### config.mk
export PLATFORM = sky130hd
export DESIGN_NAME = instr_fetch
export DESIGN_NICKNAME = d
export VERILOG_FILES = /design/src/rtl/fetch_pkg.sv /design/src/rtl/instr_fetch.sv
export SDC_FILE = /design/constraint.sdc
export NUM_CORES = 1
export LEC_CHECK = 0
export ABC_AREA = 1
export CAP_MARGIN = 40
export CORE_MARGIN = 5
export CORE_UTILIZATION = 57
export CTS_BUF_LIST = sky130_fd_sc_hd__clkbuf_4
export DETAILED_ROUTE_END_ITERATION = 7
export GPL_TIMING_DRIVEN = 0
export PLACE_DENSITY_LB_ADDON = 0.25
export SLEW_MARGIN = 20
export SYNTH_ARGS = -nofsm -noshare
export SYNTH_HDL_FRONTEND = slang
export SYNTH_SLANG_ARGS = --single-unit
### constraint.sdc
create_clock -name clk -period 2.7 [get_ports clk]
set_clock_uncertainty 0.05 [all_clocks]
set_input_delay 0.405 -clock clk [delete_from_list [all_inputs] [get_ports clk]]
set_output_delay 0.405 -clock clk [all_outputs]
set_load 0.05 [all_outputs]
### src/rtl/fetch_pkg.sv
// Shared definitions for the instruction fetch stage: FSM states, NOP encoding,
// opcode field width and the default reset fetch address.
package fetch_pkg;

  typedef enum logic [1:0] {
    FETCH,
    WAIT,
    HOLD
  } fetch_state_e;

  localparam logic [31:0] NOP              = 32'h0000_0013;
  localparam int unsigned OPCODE_W         = 7;
  localparam logic [31:0] DEFAULT_RESET_PC = 32'h0000_0000;

endpackage

### src/rtl/instr_fetch.sv
// Instruction fetch stage: single-outstanding memory requests, a one-entry skid
// buffer for responses arriving under stall, and the IF/ID pipeline register.
module instr_fetch
  import fetch_pkg::*;
#(
  parameter logic [31:0] RESET_PC = DEFAULT_RESET_PC
) (
  input  logic                clk,
  input  logic                reset,
  output logic                imem_req,
  output logic [31:0]         imem_addr,
  input  logic                imem_gnt,
  input  logic                imem_rvalid,
  input  logic [31:0]         imem_rdata,
  input  logic                stall,
  input  logic                redirect_valid,
  input  logic [31:0]         redirect_pc,
  output logic                id_valid,
  output logic [31:0]         id_pc,
  output logic [31:0]         id_instr,
  output logic [OPCODE_W-1:0] id_opcode
);

  fetch_state_e state, state_n;
  logic [31:0]  pc, pc_n;
  logic [31:0]  pend_pc, pend_pc_n;
  logic         drop, drop_n;
  logic [31:0]  skid_instr, skid_instr_n;
  logic [31:0]  skid_pc, skid_pc_n;
  logic         id_valid_n;
  logic [31:0]  id_pc_n, id_instr_n;

  assign imem_req  = (state == FETCH) && !redirect_valid;
  assign imem_addr = pc;
  assign id_opcode = id_instr[OPCODE_W-1:0];

  always_ff @(posedge clk) begin
    if (reset) begin
      state      <= FETCH;
      pc         <= RESET_PC;
      pend_pc    <= '0;
      drop       <= 1'b0;
      skid_instr <= '0;
      skid_pc    <= '0;
      id_valid   <= 1'b0;
      id_pc      <= '0;
      id_instr   <= NOP;
    end else begin
      state      <= state_n;
      pc         <= pc_n;
      pend_pc    <= pend_pc_n;
      drop       <= drop_n;
      skid_instr <= skid_instr_n;
      skid_pc    <= skid_pc_n;
      id_valid   <= id_valid_n;
      id_pc      <= id_pc_n;
      id_instr   <= id_instr_n;
    end
  end

  always_comb begin
    state_n      = state;
    pc_n         = pc;
    pend_pc_n    = pend_pc;
    drop_n       = drop;
    skid_instr_n = skid_instr;
    skid_pc_n    = skid_pc;
    // Default: bubble when decode can accept, otherwise hold the IF/ID register
    id_valid_n   = stall ? id_valid : 1'b0;
    id_pc_n      = id_pc;
    id_instr_n   = id_instr;

    if (redirect_valid) begin
      pc_n       = redirect_pc & ~32'd3;
      id_valid_n = 1'b0;
      case (state)
        FETCH: ;
        WAIT: begin
          // A response in the redirect cycle is the stale one; otherwise mark it for discard
          if (imem_rvalid) begin
            state_n = FETCH;
            drop_n  = 1'b0;
          end else begin
            drop_n  = 1'b1;
          end
        end
        HOLD:    state_n = FETCH;
        default: state_n = FETCH;
      endcase
    end else begin
      case (state)
        FETCH: begin
          if (imem_gnt) begin
            pend_pc_n = pc;
            pc_n      = pc + 32'd4;
            state_n   = WAIT;
          end
        end
        WAIT: begin
          if (imem_rvalid) begin
            state_n = FETCH;
            if (drop) begin
              drop_n = 1'b0;
            end else if (!id_valid || !stall) begin
              id_instr_n = imem_rdata;
              id_pc_n    = pend_pc;
              id_valid_n = 1'b1;
            end else begin
              skid_instr_n = imem_rdata;
              skid_pc_n    = pend_pc;
              state_n      = HOLD;
            end
          end
        end
        HOLD: begin
          if (!stall) begin
            id_instr_n = skid_instr;
            id_pc_n    = skid_pc;
            id_valid_n = 1'b1;
            state_n    = FETCH;
          end
        end
        default: state_n = FETCH;
      endcase
    end
  end

endmodule

==> flow_metrics.env <==
export IMPL_pwr_density_cell_nw_per_um2=689
export IMPL_synth_largest_area_cell="dfxtp_1"
export IMPL_power_sequential_fraction_pct=44.3
export IMPL_buffer_ports_inserted=167
export IMPL_max_freq_mhz=396
export IMPL_critPathRequiredTime_ns=2.25
export IMPL_yosys_warnings=0
export IMPL_crit_path_top_delay_cell="clkdlybuf4s50_1"
export IMPL_grt_pass1_vias=7762
export IMPL_netlist_area_um2=8420
export IMPL_min_path_type="primary input to register"
export IMPL_tritoncts_num_buffers=17
export IMPL_drt_wl_total_um=24700
export IMPL_switching_power_mw=2.92
export IMPL_drt_antenna_violating_nets=0
export IMPL_dp_cells=1467
export IMPL_tightest_slew_ns=0.714
export IMPL_syn_mean_instance_area_um2=7.56
export IMPL_dieWidth_um=132
export IMPL_cts_buffer_depth=2
export IMPL_p_int_mw=4.40
export IMPL_worst_setup_path_start_kind="primary input"
export IMPL_period_share_pct=93.4
export IMPL_cts_sinks=188
export IMPL_layout_core_utilization_pct=73.0
export IMPL_timing_rr_start="state[0]"
export IMPL_grt_usage_pct=27.7
export IMPL_final_net_count=1376
export IMPL_maximum_cell_stage_delay_along_the_critical_path_ns=0.51
export IMPL_clk_latency_ns=0.61
export IMPL_vertical_extent_of_the_die_um=132
export IMPL_crit_chain="clkdlybuf4s50_1 -> buf_2 -> buf_2 -> nor2_1 -> dlygate4sd2_1"
export IMPL_gr_total_overflow=0
export IMPL_outcome="finished clean"
export IMPL_std_cell_rows=44
export IMPL_grt_first_pass_wirelength_um=39500
export IMPL_crit_path_buf_inv_count=4
export IMPL_setup_worst_path_start="redirect_valid"
export IMPL_tritoncts="done"
export IMPL_cpMostUsedCell="buf_2"
export IMPL_detail_route_first_pass_iterations=8
export IMPL_dieArea_um2=17300
export IMPL_layout_cells_non_filler=1501
export IMPL_clkSlewWorstSetupHoldPaths_ns=0.15
export IMPL_drcViolationCount=0
export IMPL_hold_violations=0
export IMPL_yosysUniqueCellTypes=38
export IMPL_share_clk_of_total_power_pct=20.8
export IMPL_dpl_hpwl_um=18200
export IMPL_clock_root_buffer="clkbuf_4"
export IMPL_post_route_cell_area_um2=10600
export IMPL_largest_net_degree_at_the_start_of_global_routing=18
export IMPL_setup_slack_of_the_most_critical_reg_to_reg_path_ns=0.71
export IMPL_timing_final_crit_period_ns=2.52
export IMPL_fillers=1198
export IMPL_hold_buffers=0
export IMPL_switching_share_pct=39.9
export IMPL_share_of_total_power_in_combinational_logic_pct=35.0
export IMPL_worstSetupPathType="primary input to primary output"
export IMPL_wl_per_cell_um=16.4
export IMPL_syn_instance_count=1113
export IMPL_synth_top_area_cells="dfxtp_1, a21oi_1, o21ai_0"
export IMPL_vdd_ir_drop_max_mv=0.438
export IMPL_endpoint="imem_req"
export IMPL_crit_reg2reg_capture="imem_addr[7]"
export IMPL_relSlewSlack_pct=52.4
export IMPL_max_cap_violations=0
export IMPL_synth_seq_cells=188
export IMPL_cp_depth=5
export IMPL_finalSetupViolations=0
export IMPL_p_leak_nw=4.00
export IMPL_area_growth_syn_to_layout_pct=26.0
export IMPL_setup_repair_after_global_routing_missed_its_margin="false"
export IMPL_netlist_area_leader_share_pct=44.7
export IMPL_gp_congestion=0.944
export IMPL_dpl_instance_area_um2=10300
export IMPL_worstPathMaxFanout=10
export IMPL_detail_route_iter0_violations=758
export IMPL_synth_ff_type="dfxtp_1"
export IMPL_layout_drive_gt1_share_pct=8.82
export IMPL_synth_sequential_area_ratio_pct=44.7
export IMPL_worst_path_dominant_cell_family="buffers and inverters"
export IMPL_antenna_found_initial=1
export IMPL_critical_path_arrival_ns=2.07
export IMPL_initial_utilization_pct=57.9
export IMPL_floorplan_core_area_um2=14500
export IMPL_post_drt_via_cell_ratio=5.48
export IMPL_library_cell_with_the_highest_instance_count_after_synthesis="dfxtp_1"
export IMPL_htree_num_levels=4
export IMPL_setup_worst_path_end_class="primary output"
export IMPL_pin_count=175
export IMPL_timing_final_max_slew_violations=0
export IMPL_asyncSetResetFlopFracSynth_pct=0
export IMPL_fin_tns_setup_ns=0
export IMPL_power_total_mw=7.31
export IMPL_reg2regPathDepth=9
export IMPL_route_vias_total=8224
export IMPL_synth_commonest_cells="dfxtp_1, inv_1, a21oi_1, o21ai_0, nand2_1"
export IMPL_synth_enable_flop_cells=0
[state kept, by name (all words and copies together), names as in the netlist]
register and count:
drop 1, state 2, pend_pc 30, imem_addr 30, skid_instr 32, id_pc 30
id_instr 32, id_valid 1, skid_pc 30
[per-stage QoR]
stage | hold WS, ns | worst slack [ns]
final | 0.0680 | 0.177
after global routing | 0.0533 | 0.102
after CTS | 0.0397 | 0.191
after detailed placement | 0.385 | -0.0843
after global placement | 0.381 | -0.0927
after floorplan | 0.373 | 0.806
[metal layers]
metal / part of all wire (%) / track usage, % / up-vias
li1: - / - / 4029
met5: 0 / 0 / -
met2: 46 / 44.0 / 377
met1: 43 / 37.8 / 3774
met4: 2.5 / 9.14 / 0
met3: 8.3 / 6.04 / 44
[power by group through the flow]
stage	Combinational [mW]	Clock [mW]	Sequential, mW
after global routing	2.71	1.65	3.27
after floorplan	0.970	0	3.97
after CTS	2.55	1.53	3.23
after global placement	2.51	0	3.29
final	2.56	1.52	3.24
after detailed placement	2.54	0	3.29
[logic make-up after synthesis]
kind of cell	count (synthesis)	synth area share [%]
buf+inv	232	12.1
fa+ha+maj	4	0.595
xor+xnor	4	0.416
other cells	1	0.0445
compound gates	359	22.2
simple gates	286	15.3
flops	188	44.7
mux	39	4.64
[layout make-up]
cell class	instances	area (µm²)	share of cell area [%]
well taps	184	230	2.17
diodes	2	5.00	0.0472
flip-flops and latches	188	3760	35.5
clock inverters	14	140	1.32
inverters	150	563	5.31
plain buffers	82	457	4.30
repair buffers	167	1670	15.7
multi-input cells	696	3650	34.4
clock buffers	18	135	1.27
[worst min path at each step]
stage               depth (start not counted)              to           start
floorplan                                   2  skid_instr[31]  skid_instr[31]
global placement                            2  skid_instr[28]  skid_instr[28]
detailed placement                          2     skid_pc[15]     skid_pc[15]
CTS                                         2      pend_pc[7]           reset
global route                                2      pend_pc[7]           reset
finish                                      2      pend_pc[7]           reset
[worst register-to-register path, stage by stage, from the launching register on]
cell and delay [ns]:
dfxtp_1 0.36, inv_1 0.09, ha_1 0.20, nand2_2 0.17, nand2_1 0.26, clkinv_1 0.42
nand2_1 0.16, nand4_1 0.10, nand2_1 0.07, inv_1 0.04
[cells in the final DEF, fill, tap and decap left out, types with 5 or more instances in the layout]
| master | Yosys | routed |
|---|---|---|
| nor2_4 | 8 | 8 |
| nand4_1 | 5 | 5 |
| nor2_1 | 83 | 83 |
| nand3_1 | 32 | 32 |
| inv_1 | 143 | 143 |
| a21oi_1 | 142 | 142 |
| nand2_2 | 7 | 7 |
| inv_2 | 6 | 6 |
| mux2i_1 | 39 | 39 |
| o211ai_1 | 5 | 5 |
| clkdlybuf4s50_1 | 0 | 166 |
| buf_6 | 8 | 8 |
| o21ai_1 | 50 | 50 |
| clkbuf_1 | 30 | 30 |
| buf_4 | 14 | 14 |
| o21ai_0 | 135 | 135 |
| a211oi_1 | 13 | 13 |
| buf_2 | 28 | 28 |
| clkbuf_4 | 0 | 18 |
| nand2_1 | 131 | 131 |
| a31oi_1 | 8 | 8 |
| dfxtp_1 | 188 | 188 |
[what timing repair did]
| action | 4_1_cts | 5_1_grt |
|---|---|---|
| endpoints found under the hold margin | 0 | 0 |
| setup buffers | 0 | 0 |
| endpoints found under the setup margin | 1 | 0 |
| gates resized for setup | 1 | 0 |
Power figures use the tool's default switching activity.
